## config.mk

```make
export PLATFORM = sky130hd
export DESIGN_NAME = ksa_swap_loop
export DESIGN_NICKNAME = d
export VERILOG_FILES = /design/src/rtl/ksa_swap_loop.sv
export SDC_FILE = /design/constraint.sdc
export NUM_CORES = 1
export LEC_CHECK = 0
export BUFFER_PORTS_ARGS = -buffer_cell sky130_fd_sc_hd__buf_2
export CAP_MARGIN = 20
export CORE_UTILIZATION = 51
export DETAILED_ROUTE_END_ITERATION = 12
export HOLD_SLACK_MARGIN = 0.15
export PLACE_DENSITY = 0.75
export SLEW_MARGIN = 20
export SYNTH_ARGS = -nofsm -noshare
export SYNTH_HDL_FRONTEND = slang
export SYNTH_SLANG_ARGS = --single-unit
export TNS_END_PERCENT = 50
```

## constraint.sdc

```tcl
create_clock -name clk -period 3.1 [get_ports clk]
set_input_delay 0.62 -clock clk [delete_from_list [all_inputs] [get_ports clk]]
set_output_delay 0.62 -clock clk [all_outputs]
set_load 0.005 [all_outputs]
```

## src/rtl/ksa_swap_loop.sv

```systemverilog
// ksa_swap_loop: RC4 key-scheduling swap pass over an external S-RAM (s[k]=k on entry).
// Optional macro KSA_SKIP_IDENTITY_SWAP_EN skips the j read and both writes when j==i.
`default_nettype none

module ksa_swap_loop (
  input  logic        clk,
  input  logic        reset,
  input  logic        start,
  input  logic [23:0] secret_key,
  input  logic [7:0]  s_ram_q,
  output logic [7:0]  s_address,
  output logic [7:0]  s_data,
  output logic        s_wren,
  output logic        finish
);

  typedef enum logic [3:0] {
    IDLE      = 4'd0,
    REQ_I     = 4'd1,
    WAIT_I1   = 4'd2,
    WAIT_I2   = 4'd3,
    READ_I    = 4'd4,
    COMPUTE_J = 4'd5,
    REQ_J     = 4'd6,
    WAIT_J1   = 4'd7,
    WAIT_J2   = 4'd8,
    READ_J    = 4'd9,
    WRITE_I   = 4'd10,
    WRITE_J   = 4'd11,
    NEXT      = 4'd12,
    DONE      = 4'd13
  } state_t;

  state_t     state_q, state_d;
  logic [7:0] i_q, i_d;
  logic [7:0] j_q, j_d;
  logic [1:0] sel_q, sel_d;
  logic [7:0] si_q, si_d;
  logic [7:0] sj_q, sj_d;
  logic [7:0] s_address_q, s_address_d;
  logic [7:0] s_data_q, s_data_d;
  logic       s_wren_q, s_wren_d;
  logic       finish_q, finish_d;
  logic [7:0] key_byte;

  always_comb begin
    case (sel_q)
      2'd0:    key_byte = secret_key[23:16];
      2'd1:    key_byte = secret_key[15:8];
      default: key_byte = secret_key[7:0];
    endcase
  end

  always_comb begin
    state_d     = state_q;
    i_d         = i_q;
    j_d         = j_q;
    sel_d       = sel_q;
    si_d        = si_q;
    sj_d        = sj_q;
    s_address_d = s_address_q;
    s_data_d    = s_data_q;
    s_wren_d    = 1'b0;
    case (state_q)
      IDLE: begin
        i_d         = 8'd0;
        j_d         = 8'd0;
        sel_d       = 2'd0;
        s_address_d = 8'd0;
        if (start) state_d = REQ_I;
      end
      REQ_I:   state_d = WAIT_I1;
      WAIT_I1: state_d = WAIT_I2;
      WAIT_I2: state_d = READ_I;
      READ_I: begin
        si_d    = s_ram_q;
        state_d = COMPUTE_J;
      end
      // Address is loaded with the new j so REQ_J presents it on the bus.
      COMPUTE_J: begin
        j_d         = j_q + si_q + key_byte;
        s_address_d = j_d;
        state_d     = REQ_J;
      end
      REQ_J: begin
`ifdef KSA_SKIP_IDENTITY_SWAP_EN
        if (j_q == i_q) state_d = NEXT;
        else            state_d = WAIT_J1;
`else
        state_d = WAIT_J1;
`endif
      end
      WAIT_J1: state_d = WAIT_J2;
      WAIT_J2: state_d = READ_J;
      // s[j] goes straight to the write-data register for the s[i] write.
      READ_J: begin
        sj_d        = s_ram_q;
        s_address_d = i_q;
        s_data_d    = s_ram_q;
        s_wren_d    = 1'b1;
        state_d     = WRITE_I;
      end
      WRITE_I: begin
        s_address_d = j_q;
        s_data_d    = si_q;
        s_wren_d    = 1'b1;
        state_d     = WRITE_J;
      end
      WRITE_J: state_d = NEXT;
      NEXT: begin
        if (i_q == 8'd255) begin
          state_d = DONE;
        end else begin
          i_d         = i_q + 8'd1;
          sel_d       = (sel_q == 2'd2) ? 2'd0 : sel_q + 2'd1;
          s_address_d = i_d;
          state_d     = REQ_I;
        end
      end
      DONE: begin
        if (!start) state_d = IDLE;
      end
      default: state_d = IDLE;
    endcase
    finish_d = (state_d == DONE);
  end

  always_ff @(posedge clk or posedge reset) begin
    if (reset) begin
      state_q     <= IDLE;
      i_q         <= 8'd0;
      j_q         <= 8'd0;
      sel_q       <= 2'd0;
      si_q        <= 8'd0;
      sj_q        <= 8'd0;
      s_address_q <= 8'd0;
      s_data_q    <= 8'd0;
      s_wren_q    <= 1'b0;
      finish_q    <= 1'b0;
    end else begin
      state_q     <= state_d;
      i_q         <= i_d;
      j_q         <= j_d;
      sel_q       <= sel_d;
      si_q        <= si_d;
      sj_q        <= sj_d;
      s_address_q <= s_address_d;
      s_data_q    <= s_data_d;
      s_wren_q    <= s_wren_d;
      finish_q    <= finish_d;
    end
  end

  assign s_address = s_address_q;
  assign s_data    = s_data_q;
  assign s_wren    = s_wren_q;
  assign finish    = finish_q;

endmodule

`default_nettype wire

```

==> impl_metrics.prom, run 1 <==
# TYPE chip_impl_metric gauge
chip_impl_metric{name="syn-cell-area",unit="sq um"} 2939
chip_impl_metric{name="number_of_antenna_violations_at_the_first_check_in_global_routing",unit=""} 0
chip_impl_info{name="critical_path.endpoint_type",value="flop"} 1
chip_impl_metric{name="cts_hold_buf",unit=""} 0
chip_impl_metric{name="syn_avg_cell_area",unit="sq um"} 9.390
chip_impl_metric{name="route.vias.total",unit=""} 2499
chip_impl_metric{name="upper_clock_frequency_limit",unit="GHz"} 0.3448
chip_impl_info{name="yosys.area.top_type",value="dfrtp_1"} 1
chip_impl_metric{name="worst-r2r-cell-count",unit=""} 10
chip_impl_metric{name="drtAntennaViolNets",unit=""} 0
chip_impl_metric{name="globalRoute.totalOverflow",unit=""} 0
chip_impl_info{name="synth-main-ff-cell",value="dfrtp_1"} 1
chip_impl_metric{name="drt_first_iter_violations",unit=""} 159
chip_impl_info{name="crit-reg2reg-launch",value="sel_q[0]$_DFFE_PP0P_"} 1
chip_impl_metric{name="fillCellCount",unit=""} 473
chip_impl_metric{name="antennaDiodeCount",unit=""} 0
chip_impl_metric{name="row_count",unit=""} 27
chip_impl_info{name="crit_family",value="compound AO/OA/AOI/OAI gates"} 1
chip_impl_info{name="cts_tree",value="yes"} 1
chip_impl_metric{name="grt_first_pass_wirelength",unit="mm"} 11.31
chip_impl_metric{name="layout_min_cycle_time",unit="ns"} 2.900
chip_impl_metric{name="regToRegSetupSlack",unit="ns"} 0.20
chip_impl_metric{name="fp.dieH",unit="um"} 77.92
chip_impl_metric{name="pin_count_of_the_biggest_net_entering_global_routing",unit=""} 49
chip_impl_metric{name="critPathMaxStageDelay",unit="ns"} 0.51
chip_impl_metric{name="drive_above_1_share",unit=""} 0.2110
chip_impl_info{name="rsz0062_at_grt",value="no"} 1
chip_impl_info{name="worst_path_most_repeated_cell",value="mux2i_1"} 1
chip_impl_metric{name="grt_pass1_vias",unit=""} 2247
chip_impl_metric{name="timing.final.ws_setup",unit="ns"} 0.1995
chip_impl_metric{name="cp_data_required_time",unit="ns"} 3.29
chip_impl_metric{name="cap_viol_max_count",unit=""} 0
chip_impl_metric{name="die_w",unit="um"} 77.92
chip_impl_metric{name="routed_wire_length_per_instance",unit="um"} 15.88
chip_impl_metric{name="routed_wirelength",unit="mm"} 6.940
chip_impl_metric{name="final.period_utilization",unit=""} 0.9356
chip_impl_info{name="synth.top_cells.by_area",value="dfrtp_1 (41%), o21ai_0 (6.5%), mux2i_1 (6.1%)"} 1
chip_impl_metric{name="finalHoldViolCount",unit=""} 0
chip_impl_metric{name="floorplan.initialDensity",unit=""} 0.5305
chip_impl_info{name="hold_path_class",value="in -> async"} 1
chip_impl_metric{name="synth_edf_count",unit=""} 0
chip_impl_metric{name="slew_headroom",unit=""} 0.3719
chip_impl_metric{name="final_setup_violation_count",unit=""} 0
chip_impl_metric{name="layout.nets",unit=""} 414
chip_impl_info{name="outcome",value="complete, no violations"} 1
chip_impl_metric{name="yosys_register_bits",unit=""} 48
chip_impl_info{name="setup.worst_path.class",value="reg -> reg"} 1
chip_impl_metric{name="cts.clk_slew.worst_paths",unit="ns"} 0.09
chip_impl_metric{name="cp_data_arrival_time",unit="ns"} 3.09
chip_impl_metric{name="finish.utilization",unit=""} 0.6093
chip_impl_metric{name="placeableCoreArea",unit="sq um"} 5540
chip_impl_metric{name="synth-seq-area-share",unit=""} 0.4087
chip_impl_metric{name="skew",unit="ns"} 0.01077
chip_impl_metric{name="synth-async-reset-ratio",unit=""} 1.000
chip_impl_metric{name="number_of_instances_in_the_synthesized_netlist",unit=""} 313
chip_impl_metric{name="cellPowerDensity",unit="nW/um^2"} 942.9
chip_impl_info{name="ctsRootBufferMaster",value="clkbuf_8"} 1
chip_impl_metric{name="total_clock_buffers_created_by_cts",unit=""} 5
chip_impl_metric{name="yosys.area.top_type_share",unit=""} 0.4087
chip_impl_metric{name="number_of_i_o_port_buffers",unit=""} 52
chip_impl_metric{name="area_growth",unit="%"} 14.86
chip_impl_metric{name="post_synth_num_cell_types",unit=""} 48
chip_impl_metric{name="synth.yosys.warnings",unit=""} 0
chip_impl_info{name="critical_path.startpoint",value="sel_q[0]$_DFFE_PP0P_"} 1
chip_impl_info{name="crit-reg2reg-capture",value="s_address[6]$_DFFE_PP0P_"} 1
chip_impl_metric{name="dp_worst_setup_slack",unit="ns"} -0.03080
chip_impl_metric{name="clock_latency",unit="ns"} 0.30
chip_impl_metric{name="total_routing_usage_reported_by_global_routing",unit=""} 0.2427
chip_impl_info{name="crit_chain",value="buf_4 > mux2i_1 > o21ai_0 > fa_1 > ha_1 > a211oi_1 > o21bai_1 > a21oi_1 > mux2i_1 > a311o_1"} 1
chip_impl_metric{name="first_pass_iters",unit=""} 5
chip_impl_metric{name="cts.path.max_buffers",unit=""} 2
chip_impl_metric{name="critical_path_buf_inv_count",unit=""} 1
chip_impl_metric{name="finalWeightedCongestion",unit=""} 0.8915
chip_impl_metric{name="max_slew_violation_total_from_the_final_report",unit=""} 0
chip_impl_metric{name="static-leakage-power",unit="nW"} 1.597
chip_impl_metric{name="slew_at_the_pin_closest_to_its_max_slew_limit",unit="ns"} 0.9421
chip_impl_metric{name="cts.htree.levels",unit=""} 2
chip_impl_metric{name="vdd.ir_drop.worst",unit="mV"} 0.4722
chip_impl_info{name="worst_setup_path_start_kind",value="flop"} 1
chip_impl_metric{name="crit_fanout",unit=""} 5
chip_impl_metric{name="fp.dieArea",unit="sq um"} 6071
chip_impl_metric{name="detail_route.vias_per_cell",unit=""} 5.719
chip_impl_metric{name="post-route-drc-count",unit=""} 0
chip_impl_metric{name="detailed_place_hpwl",unit="mm"} 5.212
chip_impl_info{name="critPathSlowestCell",value="fa_1"} 1
chip_impl_metric{name="synth_nets",unit=""} 363
chip_impl_metric{name="tritoncts_num_sinks",unit=""} 48
chip_impl_metric{name="floorplan.io_pins",unit=""} 53
## cells in the final DEF (no fill, tap or decap), drive strengths merged, types with 8 or more instances in the layout
cell / count
dfrtp: 48
o21ai: 39
nor2: 19
buf: 59
mux2i: 18
fa: 8
inv: 14
nand2: 42
a21oi: 11
## where the power goes
group | total, mW | switching, mW | internal, mW
Clock | 0.482 | 0.218 | 0.264
Sequential | 1.05 | 0.217 | 0.835
Combinational | 1.65 | 0.896 | 0.752
## stage by stage
stage	cell area [sq um]	instances	hold slack, ns	setup TNS [ns]	power, mW
finish	3376	437	0.4446	0	3.183
detailed placement	3252	429	0.4645	-0.03080	2.704
CTS	3373	437	0.4870	0	3.195
global placement	3252	429	0.4582	0	2.663
global route	3376	437	0.4934	0	3.457
floorplan	2939	313	0.4660	0	2.298
## worst max-delay path by stage
stage	end	slack, ns	depth (start not counted)
2_1_floorplan	s_address[7]$_DFFE_PP0P_	0.08	14
3_3_place_gp	s_address[7]$_DFFE_PP0P_	0.04	14
3_5_place_dp	s_address[7]$_DFFE_PP0P_	-0.03	14
4_1_cts	s_address[7]$_DFFE_PP0P_	0.13	13
5_1_grt	s_address[7]$_DFFE_PP0P_	0.03	13
6_report	s_address[6]$_DFFE_PP0P_	0.20	10
## final cells by class
type | count | area [sq um] | area share
repair buffers | 59 | 312.8 | 0.09266
clock inverters | 2 | 38.79 | 0.01149
clock buffers | 6 | 82.58 | 0.02446
inverters | 15 | 57.56 | 0.01705
flip-flops and latches | 48 | 1202 | 0.3562
well taps | 72 | 90.09 | 0.02669
multi-input cells | 235 | 1592 | 0.4715
## kinds of logic (layout without fill, tap and decap cells)
logic type,after synthesis,count (layout),share of synthesized area
simple gates,99,99,0.1592
compound gates,89,89,0.1907
flops,48,48,0.4087
buf+inv,30,82,0.04981
mux,23,23,0.08046
fa+ha+maj,15,15,0.08429
xor+xnor,9,9,0.02682
## per-layer routing
metal	share of wire	vias to the layer above	track usage
met5	0	-	0
met4	0.017	0	0.06852
met3	0.072	10	0.02941
met2	0.44	99	0.3558
met1	0.47	1183	0.3766
li1	-	1207	-
## Yosys cell counts (all sizes together) (2+ instances only)
| master | number |
|---|---|
| o31a | 3 |
| or2 | 2 |
| a2111oi | 2 |
| or3 | 2 |
| o31ai | 3 |
| fa | 8 |
| nand4 | 2 |
| nor2b | 6 |
| o21a | 3 |
| nand2b | 6 |
| clkbuf | 3 |
| a222oi | 2 |
| a211oi | 2 |
| nor3 | 4 |
| o21ai | 39 |
| xnor2 | 7 |
| nand3 | 7 |
| mux2i | 18 |
| mux2 | 5 |
| nand2 | 42 |
| ha | 7 |
| a21o | 4 |
| and3 | 5 |
| nor2 | 19 |
| buf | 12 |
| a21oi | 11 |
| a22o | 5 |
| o22ai | 5 |
| inv | 15 |
| dfrtp | 48 |
| a22oi | 3 |
| xor2 | 2 |
## what timing repair did
item / 4_1_cts / 5_1_grt
buffers inserted: 0 / 0
resized for setup: 0 / 1
setup endpoints to repair: 0 / 2
endpoints found under the hold margin: 0 / 0
## state kept, by name (all words and copies together) (netlist names)
name / flops
s_wren: 1
sel_q: 2
si_q: 8
s_data: 8
s_address: 8
state_q: 4
j_q: 8
i_q: 8
finish: 1
No activity file was read; power rests on OpenSTA's default activity.
==> inputs of run 2 (changes only) <==
--- a/config.mk
+++ b/config.mk
@@ -7,10 +7,11 @@
 export LEC_CHECK = 0
 export BUFFER_PORTS_ARGS = -buffer_cell sky130_fd_sc_hd__buf_2
 export CAP_MARGIN = 20
-export CORE_UTILIZATION = 51
+export CORE_UTILIZATION = 56
+export CTS_CLUSTER_DIAMETER = 80
 export DETAILED_ROUTE_END_ITERATION = 12
 export HOLD_SLACK_MARGIN = 0.15
-export PLACE_DENSITY = 0.75
+export PLACE_DENSITY = 0.78
 export SLEW_MARGIN = 20
 export SYNTH_ARGS = -nofsm -noshare
 export SYNTH_HDL_FRONTEND = slang
==> constraint.sdc (replaced) <==
create_clock -name clk -period 2.8 [get_ports clk]
set_input_delay 0.56 -clock clk [delete_from_list [all_inputs] [get_ports clk]]
set_output_delay 0.56 -clock clk [all_outputs]
set_load 0.005 [all_outputs]
==> impl_metrics.prom, run 2 (synthesis results as in run 1) <==
# TYPE chip_impl_metric gauge
chip_impl_info{name="outcome",value="complete, but fails checks"} 1
chip_impl_info{name="violations",value="negative setup slack"} 1
chip_impl_metric{name="route.vias.total",unit=""} 2541
chip_impl_metric{name="total_routing_usage_reported_by_global_routing",unit=""} 0.2677
chip_impl_metric{name="row_count",unit=""} 26
chip_impl_metric{name="stdcell_count",unit=""} 442
chip_impl_metric{name="final.period_utilization",unit=""} 1.010
chip_impl_metric{name="detailed_place_hpwl",unit="mm"} 5.259
chip_impl_info{name="worst_setup_path_start_kind",value="flop"} 1
chip_impl_metric{name="crit_fanout",unit=""} 3
chip_impl_metric{name="antennaDiodeCount",unit=""} 0
chip_impl_metric{name="post-layout-total-power",unit="mW"} 3.899
chip_impl_metric{name="vdd.ir_drop.worst",unit="mV"} 0.5507
chip_impl_metric{name="grt_first_pass_wirelength",unit="mm"} 11.05
chip_impl_metric{name="cts.path.max_buffers",unit=""} 2
chip_impl_metric{name="drt-met1-wl",unit="mm"} 3.070
chip_impl_metric{name="critical_path_buf_inv_count",unit=""} 2
chip_impl_info{name="critical_path.endpoint_type",value="flop"} 1
chip_impl_metric{name="layout_min_cycle_time",unit="ns"} 2.827
chip_impl_metric{name="placeableCoreArea",unit="sq um"} 5075
chip_impl_metric{name="regToRegSetupSlack",unit="ns"} -0.03
chip_impl_metric{name="area_growth",unit="%"} 19.33
chip_impl_metric{name="tritoncts_num_sinks",unit=""} 48
chip_impl_info{name="layout.cells.most_common",value="buf_2"} 1
chip_impl_info{name="setup.worst_path.class",value="reg -> reg"} 1
chip_impl_metric{name="slew_at_the_pin_closest_to_its_max_slew_limit",unit="ns"} 1.062
chip_impl_metric{name="globalRoute.totalOverflow",unit=""} 0
chip_impl_metric{name="layout.nets",unit=""} 421
chip_impl_metric{name="fp.dieH",unit="um"} 74.45
chip_impl_metric{name="grt_pass1_vias",unit=""} 2337
chip_impl_metric{name="total_clock_buffers_created_by_cts",unit=""} 5
chip_impl_metric{name="routed_wirelength",unit="mm"} 7.226
chip_impl_metric{name="timing.final.ws_setup",unit="ns"} -0.02687
chip_impl_info{name="worst_path_most_repeated_cell",value="inv_2"} 1
chip_impl_info{name="hold_path_class",value="in -> async"} 1
chip_impl_info{name="crit-reg2reg-capture",value="s_address[7]$_DFFE_PP0P_"} 1
chip_impl_info{name="ctsRootBufferMaster",value="clkbuf_8"} 1
chip_impl_metric{name="clock_latency",unit="ns"} 0.31
chip_impl_metric{name="die_w",unit="um"} 74.45
chip_impl_info{name="crit_chain",value="mux2i_1 > nor2_1 > a21oi_2 > fa_1 > inv_2 > ha_4 > inv_2 > fa_2 > nor2b_4 > o31a_1 > o22ai_2 > xnor2_2 > o221ai_1"} 1
chip_impl_metric{name="cp_data_arrival_time",unit="ns"} 3.01
chip_impl_info{name="critPathSlowestCell",value="fa_1"} 1
chip_impl_metric{name="number_of_antenna_violations_at_the_first_check_in_global_routing",unit=""} 0
chip_impl_metric{name="critPathMaxStageDelay",unit="ns"} 0.44
chip_impl_metric{name="number_of_i_o_port_buffers",unit=""} 52
chip_impl_metric{name="static-leakage-power",unit="nW"} 1.653
chip_impl_metric{name="final_setup_violation_count",unit=""} 1
chip_impl_metric{name="drive_above_1_share",unit=""} 0.2661
chip_impl_metric{name="max_slew_violation_total_from_the_final_report",unit=""} 0
chip_impl_metric{name="worst-r2r-cell-count",unit=""} 13
chip_impl_metric{name="cts.clk_slew.worst_paths",unit="ns"} 0.09
chip_impl_metric{name="first_pass_iters",unit=""} 4
chip_impl_metric{name="pin_count_of_the_biggest_net_entering_global_routing",unit=""} 49
chip_impl_info{name="cts_tree",value="yes"} 1
chip_impl_metric{name="finalWeightedCongestion",unit=""} 0.8732
chip_impl_metric{name="cp_data_required_time",unit="ns"} 2.98
chip_impl_metric{name="skew",unit="ns"} 0.006292
chip_impl_metric{name="post-place-cells",unit=""} 434
chip_impl_metric{name="cap_viol_max_count",unit=""} 0
chip_impl_metric{name="post-route-drc-count",unit=""} 0
chip_impl_metric{name="fp.dieArea",unit="sq um"} 5542
chip_impl_info{name="crit-reg2reg-launch",value="sel_q[0]$_DFFE_PP0P_"} 1
chip_impl_metric{name="floorplan.io_pins",unit=""} 53
chip_impl_metric{name="finalHoldViolCount",unit=""} 0
chip_impl_metric{name="drt_first_iter_violations",unit=""} 184
chip_impl_metric{name="wl_met3",unit="um"} 263
chip_impl_info{name="mostFrequentLayoutCells",value="buf_2 (52), dfrtp_1 (48), nand2_1 (42), o21ai_0 (33), nor2_1 (18)"} 1
chip_impl_metric{name="upper_clock_frequency_limit",unit="GHz"} 0.3537
chip_impl_info{name="topRoutingLayerUsed",value="met4"} 1
chip_impl_metric{name="cellPowerDensity",unit="nW/um^2"} 1112
chip_impl_metric{name="detail_route.vias_per_cell",unit=""} 5.749
chip_impl_metric{name="cts.htree.levels",unit=""} 2
chip_impl_metric{name="drtAntennaViolNets",unit=""} 0
chip_impl_metric{name="total_met2_wirelength_after_detailed_routing",unit="mm"} 3.702
chip_impl_metric{name="routed_wire_length_per_instance",unit="um"} 16.35
chip_impl_metric{name="floorplan.initialDensity",unit=""} 0.5791
chip_impl_metric{name="slew_headroom",unit=""} 0.2871
chip_impl_info{name="crit_family",value="adder cells"} 1
chip_impl_info{name="rsz0062_at_grt",value="yes"} 1
==> run 2: changes by cell type in the layout (fill, tap and decap cells not counted), sizes merged <==
cell,delta
buf,+7
clkbuf,-1
clkinv,+1
==> run 2: what timing repair did <==
item / in CTS / in global routing
resized for setup: 7 / 17
buffers inserted: 0 / 0
setup endpoints to repair: 5 / 8
hold buffers: 0 / 0
pin swaps: 3 / 13
==> run 2: area by class of cell <==
| class | count | area [sq um] |
|---|---|---|
| multi-input cells | 235 | 1667 |
| fillers | 427 | 1568 |
| flip-flops and latches | 48 | 1201 |
| repair buffers | 66 | 377.9 |
| well taps | 70 | 87.58 |
| clock buffers | 5 | 68.82 |
| inverters | 15 | 57.56 |
| clock inverters | 3 | 47.55 |
==> run 2: power breakdown <==
group / switching [mW] / total [mW] / internal, mW
sequential: 0.242 / 1.17 / 0.924
clock: 0.249 / 0.518 / 0.269
combinational: 1.15 / 2.21 / 1.07
total: 1.64 / 3.90 / 2.26
==> run 2: worst max path at each step <==
stage                    startpoint                  endpoint  cells after the start
6_report       sel_q[0]$_DFFE_PP0P_  s_address[7]$_DFFE_PP0P_                     13
5_1_grt        sel_q[0]$_DFFE_PP0P_  s_address[7]$_DFFE_PP0P_                     13
4_1_cts        sel_q[0]$_DFFE_PP0P_  s_address[6]$_DFFE_PP0P_                     10
3_5_place_dp          secret_key[9]  s_address[7]$_DFFE_PP0P_                     14
3_3_place_gp          secret_key[9]  s_address[7]$_DFFE_PP0P_                     14
2_1_floorplan  sel_q[0]$_DFFE_PP0P_  s_address[7]$_DFFE_PP0P_                     14
==> run 2: metrics by stage <==
stage / setup TNS (ns) / util / setup slack [ns] / instance area (sq um) / hold WS [ns]
final: -0.02687 / 0.6911 / -0.02687 / 3507 / 0.3576
after detailed placement: -1.122 / 0.6531 / -0.2627 / 3314 / 0.4687
after global routing: -0.5857 / 0.6911 / -0.1542 / 3507 / 0.4453
after CTS: 0 / 0.6805 / 0.004639 / 3453 / 0.4720
after floorplan: 0 / - / 0.007804 / 2944 / 0.4660
after global placement: -0.5988 / 0.6531 / -0.1573 / 3314 / 0.4583
==> run 2: per-layer routing <==
layer / track usage / vias up
met5: 0 / -
met4: 0.09644 / 0
met3: 0.04065 / 16
met2: 0.4815 / 71
met1: 0.3240 / 1223
li1: - / 1231
